===== src/rtl/booth_pkg.sv =====
// Shared definitions for the sequential radix-2 Booth multiplier.
//   booth_state_t   : controller state encoding (IDLE, RUN)
//   BOOTH_ADD/SUB   : {Q[0], q_1} pairs that select add / subtract of Mx
//   booth_cnt_width : step-counter width for a given operand width
package booth_pkg;

  typedef enum logic [0:0] {
    IDLE = 1'b0,
    RUN  = 1'b1
  } booth_state_t;

  localparam logic [1:0] BOOTH_ADD = 2'b01;
  localparam logic [1:0] BOOTH_SUB = 2'b10;

  // The counter is loaded with at most WIDTH (unsigned-capable build: N-1 = WIDTH).
  function automatic int booth_cnt_width(input int width);
    return $clog2(width + 1);
  endfunction

endpackage


===== src/rtl/booth_seq_mult_step.sv =====
// One combinational radix-2 Booth step: conditional add/subtract of Mx into A,
// then an arithmetic right shift of {A, Q, q_1} by one bit.
// Ports:
//   a, q, q_1, mx        : current partial-product state and extended multiplicand
//   a_next, q_next,
//   q_1_next             : state after the step
// Parameters: AW = width of A and Mx, QW = width of Q.
module booth_step
  import booth_pkg::*;
#(
  parameter int AW = 9,
  parameter int QW = 8
) (
  input  logic [AW-1:0] a,
  input  logic [QW-1:0] q,
  input  logic          q_1,
  input  logic [AW-1:0] mx,
  output logic [AW-1:0] a_next,
  output logic [QW-1:0] q_next,
  output logic          q_1_next
);

  logic [AW-1:0] sum;

  // Add/sub wraps modulo 2^AW; the extra A bit keeps A - Mx in range.
  always_comb begin
    case ({q[0], q_1})
      BOOTH_ADD: sum = a + mx;
      BOOTH_SUB: sum = a - mx;
      default:   sum = a;
    endcase
  end

  assign a_next   = {sum[AW-1], sum[AW-1:1]};
  assign q_next   = {sum[0], q[QW-1:1]};
  assign q_1_next = q[0];

endmodule


===== src/rtl/booth_seq_mult.sv =====
// Sequential radix-2 Booth multiplier, one Booth step per clock, with a
// start/busy/done handshake. Produces the 2*WIDTH-bit two's complement product.
//
// Optional build macro: BOOTH_UNSIGNED_EN
//   defined   : adds port tc (1 = signed, 0 = unsigned), latency WIDTH+1
//   undefined : signed only, latency WIDTH
//
// Ports:
//   clk          : rising-edge clock
//   rst_n        : asynchronous active-low reset
//   start        : request, sampled only in IDLE
//   multiplicand : M operand, captured on the accepting edge
//   multiplier   : Q operand, captured on the accepting edge
//   tc           : signed/unsigned select, sampled with start (macro build only)
//   busy         : high while a multiplication is in progress
//   done         : one-cycle completion pulse
//   product      : last completed result, held until the next completion
//
// state | meaning
// ------+------------------------------------------------------------
// IDLE  | waiting for start; operands loaded on the accepting edge
// RUN   | one Booth step per clock; last step writes product, pulses done
module booth_seq_mult
  import booth_pkg::*;
#(
  parameter int WIDTH = 8
) (
  input  logic               clk,
  input  logic               rst_n,
  input  logic               start,
  input  logic [WIDTH-1:0]   multiplicand,
  input  logic [WIDTH-1:0]   multiplier,
`ifdef BOOTH_UNSIGNED_EN
  input  logic               tc,
`endif
  output logic               busy,
  output logic               done,
  output logic [2*WIDTH-1:0] product
);

`ifdef BOOTH_UNSIGNED_EN
  localparam int AW    = WIDTH + 2;
  localparam int QW    = WIDTH + 1;
  localparam int NSTEP = WIDTH + 1;
`else
  localparam int AW    = WIDTH + 1;
  localparam int QW    = WIDTH;
  localparam int NSTEP = WIDTH;
`endif
  localparam int              CW       = booth_cnt_width(WIDTH);
  localparam int              AL       = 2 * WIDTH - QW;  // A bits that land in product
  localparam logic [CW-1:0]   CNT_LOAD = CW'(NSTEP - 1);

  booth_state_t  state;
  logic [AW-1:0] a;
  logic [QW-1:0] q;
  logic          q_1;
  logic [AW-1:0] mx;
  logic [CW-1:0] count;

  logic [AW-1:0] a_nxt;
  logic [QW-1:0] q_nxt;
  logic          q_1_nxt;

  logic          ext_m;
  logic [AW-1:0] mx_load;
  logic [QW-1:0] q_load;

`ifdef BOOTH_UNSIGNED_EN
  logic ext_q;
  assign ext_m  = tc & multiplicand[WIDTH-1];
  assign ext_q  = tc & multiplier[WIDTH-1];
  assign q_load = {ext_q, multiplier};
`else
  assign ext_m  = multiplicand[WIDTH-1];
  assign q_load = multiplier;
`endif
  assign mx_load = {{(AW - WIDTH){ext_m}}, multiplicand};

  booth_step #(
    .AW(AW),
    .QW(QW)
  ) u_step (
    .a       (a),
    .q       (q),
    .q_1     (q_1),
    .mx      (mx),
    .a_next  (a_nxt),
    .q_next  (q_nxt),
    .q_1_next(q_1_nxt)
  );

  always_ff @(posedge clk or negedge rst_n) begin
    if (!rst_n) begin
      state   <= IDLE;
      a       <= '0;
      q       <= '0;
      q_1     <= 1'b0;
      mx      <= '0;
      count   <= '0;
      done    <= 1'b0;
      product <= '0;
    end else begin
      done <= 1'b0;
      case (state)
        IDLE: begin
          if (start) begin
            a     <= '0;
            q     <= q_load;
            q_1   <= 1'b0;
            mx    <= mx_load;
            count <= CNT_LOAD;
            state <= RUN;
          end
        end
        RUN: begin
          a   <= a_nxt;
          q   <= q_nxt;
          q_1 <= q_1_nxt;
          if (count == '0) begin
            product <= {a_nxt[AL-1:0], q_nxt};
            done    <= 1'b1;
            state   <= IDLE;
          end else begin
            count <= count - CW'(1);
          end
        end
        default: state <= IDLE;
      endcase
    end
  end

  // Flop output: busy is exactly "in RUN", so it never overlaps done.
  assign busy = (state == RUN);

endmodule


===== config.mk =====
export PLATFORM = sky130hd
export DESIGN_NAME = booth_seq_mult
export DESIGN_NICKNAME = d
export VERILOG_FILES = /design/src/rtl/booth_pkg.sv /design/src/rtl/booth_seq_mult_step.sv /design/src/rtl/booth_seq_mult.sv
export SDC_FILE = /design/constraint.sdc
export NUM_CORES = 1
export LEC_CHECK = 0
export BUFFER_PORTS_ARGS = -buffer_cell sky130_fd_sc_hd__buf_2
export CORE_AREA = 4 4 99 101
export DETAILED_ROUTE_END_ITERATION = 8
export DIE_AREA = 0 0 103 105
export PLACE_DENSITY = 0.5
export SYNTH_ARGS = -nofsm -noshare
export SYNTH_HDL_FRONTEND = slang
export SYNTH_HIERARCHICAL = 1
export SYNTH_SLANG_ARGS = --single-unit

===== constraint.sdc =====
create_clock -name clk -period 2.9 [get_ports clk]
set_clock_uncertainty 0.15 [all_clocks]
set_input_delay 0.145 -clock clk [delete_from_list [all_inputs] [get_ports clk]]
set_output_delay 0.145 -clock clk [all_outputs]
set_load 0.02 [all_outputs]

==> results of run 1 <==
## routing by layer
metal  wire length [um]  vias up  GRT usage, %
met5                  0        -             0
met4                 34        0         2.220
met3                206        5         2.603
met2               2886       34         19.48
met1               2585      931         14.75
li1                   -      945             -
## registers in the layout (all words and copies together) (netlist names)
name / flops
busy: 1
mx: 8
count: 4
q: 8
a: 9
q_1: 1
product: 16
done: 1
## cell usage in the layout (no fill, tap or decap), types with 3 or more instances in the layout
cell,count
o21ai_0,13
buf_4,16
xnor2_1,7
buf_2,36
nor2_1,9
clkbuf_8,5
mux2i_1,9
o31ai_1,3
a31oi_1,3
nor3_1,4
ha_1,10
a21oi_1,6
o21ai_1,4
xor2_1,3
mux2_2,25
dlygate4sd3_1,13
inv_1,10
nand2_1,16
dfrtp_1,48
nor2b_1,4
a22o_1,10
## worst max-delay path, cell delays in order, from the launching register on
cell	delay, ns
dfrtp_1	0.38
inv_1	0.07
ha_2	0.32
mux2i_2	0.09
fa_2	0.41
a211oi_2	0.28
o21ai_1	0.13
and4_1	0.23
nor3_2	0.19
xor2_1	0.12
mux2_2	0.27
## cell families after synthesis
family / count (synthesis) / synth area share [%]
simple gates: 46 / 9.825
fa+ha+maj: 13 / 6.424
buf+inv: 30 / 6.471
xor+xnor: 10 / 3.307
mux: 35 / 14.41
compound gates: 55 / 14.22
flops: 48 / 45.35
## final cells by class
type	count	area (um^2)	area share [%]
tap	111	138.9	4.282
sequential	48	1201	37.04
timing repair buffer	65	430.4	13.27
multi-input combinational	159	1297	40.01
clock inverter	3	68.82	2.122
clock buffer	5	68.82	2.122
inverter	10	37.54	1.157
## stage by stage
stage | cell area (um^2) | TNS, ns
after detailed placement | 2947 | -0.02145
after floorplan | 2649 | 0
after CTS | 3217 | 0
after global placement | 2947 | 0
final | 3243 | 0
after global routing | 3243 | 0
## repair_timing
action	in CTS	in global routing
gates resized for setup	1	5
buffers inserted	0	1
endpoints found under the hold margin	29	0
setup endpoints to repair	3	8
hold buffers	13	0
pin swaps	0	3
## worst min-delay path by stage
stage	from	depth (start not counted)	slack [ns]	to
after floorplan	rst_n	0	-0.30	a[0]$_DFFE_PN0P_
after global placement	rst_n	1	-0.04	product[12]$_DFFE_PN0P_
after detailed placement	rst_n	1	-0.04	product[12]$_DFFE_PN0P_
after CTS	multiplier[0]	3	0.001	q[0]$_DFFE_PN0P_
after global routing	multiplier[2]	3	0.009	q[2]$_DFFE_PN0P_
final	multiplier[0]	3	0.006	q[0]$_DFFE_PN0P_
==> out/metrics.cfg, run 1 <==
[clock_tree]
cts_tree=yes
clockBufferDepth=2
clock_latency_ns=0.30
htree_levels=2
cts_sinks=48
numCtsBuffers=5
clk_pin_slew_ns=0.10
root_buffer=clkbuf_8

[floorplan]
core_area_um2=9021
ios=37
die_y_um=105
fp.dieW_um=103
std_cell_rows=35
initial_core_util_pct=29.36
die_area_um2=10820

[routing]
drc=0
via_per_inst=4.776
drt_pass1_iterations=5
wl_per_cell_um=14.25
antenna_left=0
first_iter_violations=81
drt-total-wl_mm=5.714
via_count=1915

[timing]
report.final.slew_viol_count=0
max_freq_ghz=0.3638
relSlewSlack_pct=66.22
whs_ns=0.006424
finalCritPeriodShare_pct=94.79
setup_slack_ns=0.1511
setup_violations=0
period_needed_ns=2.749
grt_setup_unrepaired=false
hold_viol_final=0
worstMarginPinSlew_ns=0.5049

[yosys]
yosysSeqAreaShare_pct=45.35
synth_edf_count=0
synth.most_common_cell=dfrtp_1
syn_nets=269
synth-async-reset-ratio_pct=100.0
yosys-top-cells-count=dfrtp_1, mux2_2, nand2_1
synthCells=237
ys.warnings.count=6
syn_area_um2=2649
synth.avg_cell_area_um2=11.18
yosysTopAreaCell=dfrtp_1
ys_types=45
synth_seq_cells=48
netlist.area_leader.share_pct=45.35
synth_ff_type=dfrtp_1
yosys-top-cells-area=dfrtp_1, mux2_2, ha_1

[setup_path]
rrSetupSlack_ns=0.15
worstRegToRegCells=10
critPathCapture=product[15]$_DFFE_PN0P_
r2r-start=mx[1]$_DFFE_PN0P_
cp-start-kind=register
timing_worst_setup_path_type=register to register
crit_fanout=3
cp.arrival_ns=2.79
endpoint_kind=register
critPathRequiredTime_ns=2.94
setup.worst_path.start=mx[1]$_DFFE_PN0P_
r2r_end=product[15]$_DFFE_PN0P_

[placed_design]
portBuffers=36
dp.cells=379
gp_congestion=0.8049
place_ws_ns=-0.02145
dp_hpwl_mm=4.208

[min_path]
hp-class=input pin to register

[run]
maxCapViolations=0

[final_layout]
nNetsFinal=321
syn2layout_area_growth_pct=22.44
final_cells=401
antennaDiodeCount=0
n_fill_cell=917
finalCoreUtilization_pct=35.95
drive_gt1_share_pct=32.76

[run_status]
status=finished, final reports clean

[global_routing]
grt_pass1_wl_mm=10.10
track_usage_pct=11.45
antenna_found_initial=0
grt_overflow=0
grt_pass1_vias=2072
grt_max_degree=32

Power of run 1 is left out: the tool's default activity adds up to more than one toggle a clock period on the data nets, which glitch-free logic cannot reach.
==> inputs of run 2 (changes only) <==
MAX_ROUTING_LAYER = met4   (was default)
==> run 2 against run 1 <==
Global-route usage up 0.33 points. Register-to-register slack about the same. Via count decreased by 0.31%. Largest cell class unchanged. Fmax about the same. Worst hold slack lost 0.0010 ns.
==> out/metrics.cfg, run 2 (synthesis gave the netlist of run 1 again) <==
[routing]
wl_per_cell_um=14.23  ; was 14.25 um
antenna_left=0  ; unchanged
via_per_inst=4.761  ; was 4.776
drc=0  ; unchanged
drt_pass1_iterations=4  ; was 5
drt-total-wl_mm=5.705  ; was 5.714 mm
via_count=1909  ; was 1915
first_iter_violations=80  ; was 81

[global_routing]
use_met2_pct=19.43  ; was 19.48%
grt_pass1_wl_mm=10.12  ; was 10.10 mm
antenna_found_initial=0  ; unchanged
grt_max_degree=32  ; unchanged
grt_overflow=0  ; unchanged
grt_pass1_vias=2072  ; unchanged
track_usage_pct=11.77  ; was 11.45%
busiest_layer=met2  ; unchanged
met1_usage_pct=14.83  ; was 14.75%
grtUsageMet3_pct=2.603  ; unchanged

[placed_design]
portBuffers=36  ; unchanged
dp_hpwl_mm=4.208  ; unchanged
gp_congestion=0.8165  ; was 0.8049

[timing]
setup_violations=0  ; unchanged
worstMarginPinSlew_ns=0.5014  ; was 0.5049 ns
grt_setup_unrepaired=false  ; unchanged
finalCritPeriodShare_pct=94.71  ; was 94.79%
period_needed_ns=2.746  ; was 2.749 ns
relSlewSlack_pct=66.45  ; was 66.22%
hold_viol_final=0  ; unchanged
report.final.slew_viol_count=0  ; unchanged
max_freq_ghz=0.3641  ; was 0.3638 GHz

[final_layout]
final_cell_mix=dfrtp_1, buf_2, mux2_2  ; unchanged
finalCoreUtilization_pct=35.95  ; unchanged
nNetsFinal=321  ; unchanged
regMostFlops=product  ; unchanged
antennaDiodeCount=0  ; unchanged
reg.largest.list=product (16), a (9)  ; unchanged
n_fill_cell=917  ; unchanged
syn2layout_area_growth_pct=22.44  ; unchanged
largest_reg_flops=16  ; unchanged
mostFrequentLayoutCell=dfrtp_1  ; unchanged
drive_gt1_share_pct=32.76  ; unchanged

[setup_path]
cp.arrival_ns=2.79  ; about the same
critPathRequiredTime_ns=2.94  ; about the same
crit_path_cell_trace=inv_1, ha_2, mux2i_2, fa_2, a211oi_2, o21ai_1, and4_1, nor3_2, xor2_1, mux2_2  ; unchanged
cp-start-kind=register  ; unchanged
slowest_stage=fa_2  ; unchanged
endpoint_kind=register  ; unchanged
max_stage_delay_ns=0.41  ; about the same
timing_worst_setup_path_type=register to register  ; unchanged
crit_fanout=3  ; unchanged

[clock_tree]
htree_levels=2  ; unchanged
cts_sinks=48  ; unchanged
numCtsBuffers=5  ; unchanged
clockBufferDepth=2  ; unchanged
root_buffer=clkbuf_8  ; unchanged
clock_latency_ns=0.30  ; about the same
clk_pin_slew_ns=0.10  ; about the same
cts_tree=yes  ; unchanged

[floorplan]
std_cell_rows=35  ; unchanged
die_area_um2=10820  ; unchanged
die_y_um=105  ; unchanged
fp.dieW_um=103  ; unchanged
core_area_um2=9021  ; unchanged
initial_core_util_pct=29.36  ; unchanged
ios=37  ; unchanged

[run]
maxCapViolations=0  ; unchanged

[run_status]
status=finished, final reports clean  ; unchanged

[min_path]
hp-class=input pin to register  ; unchanged

-- run 2: cell counts in the layout (fill, tap and decap cells not counted) --
No cell type changed its count.
-- run 2: metrics by stage --
stage	cell area [um^2]	hold slack, ns	instances	setup TNS, ns	worst slack (ns)
floorplan	2649	-0.3006	237	0	0.08308
global placement	2947	-0.04062	379	0	0.05849
detailed placement	2947	-0.04405	379	-0.02145	-0.02145
CTS	3217	0.001055	400	0	0.05106
global route	3243	0.008765	401	0	0.006188
finish	3243	0.005395	401	0	0.1535
-- run 2: path summary, 6_finish.rpt --
| path | from | to | slack (ns) | depth (start not counted) |
|---|---|---|---|---|
| worst min-delay path | multiplier[0] | q[0]$_DFFE_PN0P_ | 0.005 | 3 |
| max in group asynchronous | rst_n | q[0]$_DFFE_PN0P_ | 1.70 | 3 |
| worst min register to register | q_1$_DFFE_PN0P_ | q_1$_DFFE_PN0P_ | 0.35 | 1 |
| worst max register to register | mx[1]$_DFFE_PN0P_ | product[15]$_DFFE_PN0P_ | 0.15 | 10 |
| min in group asynchronous | rst_n | product[12]$_DFFE_PN0P_ | 0.15 | 2 |
| worst max-delay path | mx[1]$_DFFE_PN0P_ | product[15]$_DFFE_PN0P_ | 0.15 | 10 |
-- run 2: what timing repair did --
action / 4_1_cts / 5_1_grt
hold buffers: 13 / 0
endpoints found under the hold margin: 29 / 0
setup endpoints to repair: 3 / 8
gates resized for setup: 1 / 5
pin swaps: 0 / 3
gates cloned: 0 / 0
setup buffers: 0 / 1
-- run 2: critical path, delay by kind of cell, from the launching register on --
kind | cells | cell delay [ns]
buf+inv | 1 | 0.07
xor+xnor | 1 | 0.12
flops | 1 | 0.38
simple gates | 2 | 0.42
compound gates | 2 | 0.41
mux | 2 | 0.36
fa+ha+maj | 2 | 0.73
-- run 2: cell type report --
| cell class | instances | area (um^2) | area share, % |
|---|---|---|---|
| multi-input combinational | 159 | 1297 | 40.01 |
| clock inverter | 3 | 68.82 | 2.122 |
| sequential | 48 | 1201 | 37.04 |
| clock buffer | 5 | 68.82 | 2.122 |
| inverter | 10 | 37.54 | 1.157 |
| timing repair buffer | 65 | 430.4 | 13.27 |
| tap | 111 | 138.9 | 4.282 |
-- run 2: routing by layer --
layer / wire length [um] / up-vias / share of wire (%)
met3: 209 / 5 / 3.7
met1: 2556 / 928 / 45
met2: 2904 / 32 / 51
li1: - / 944 / -
met5: 0 / - / 0
met4: 34 / 0 / 0.60
Power of run 2 is left out for the same reason.
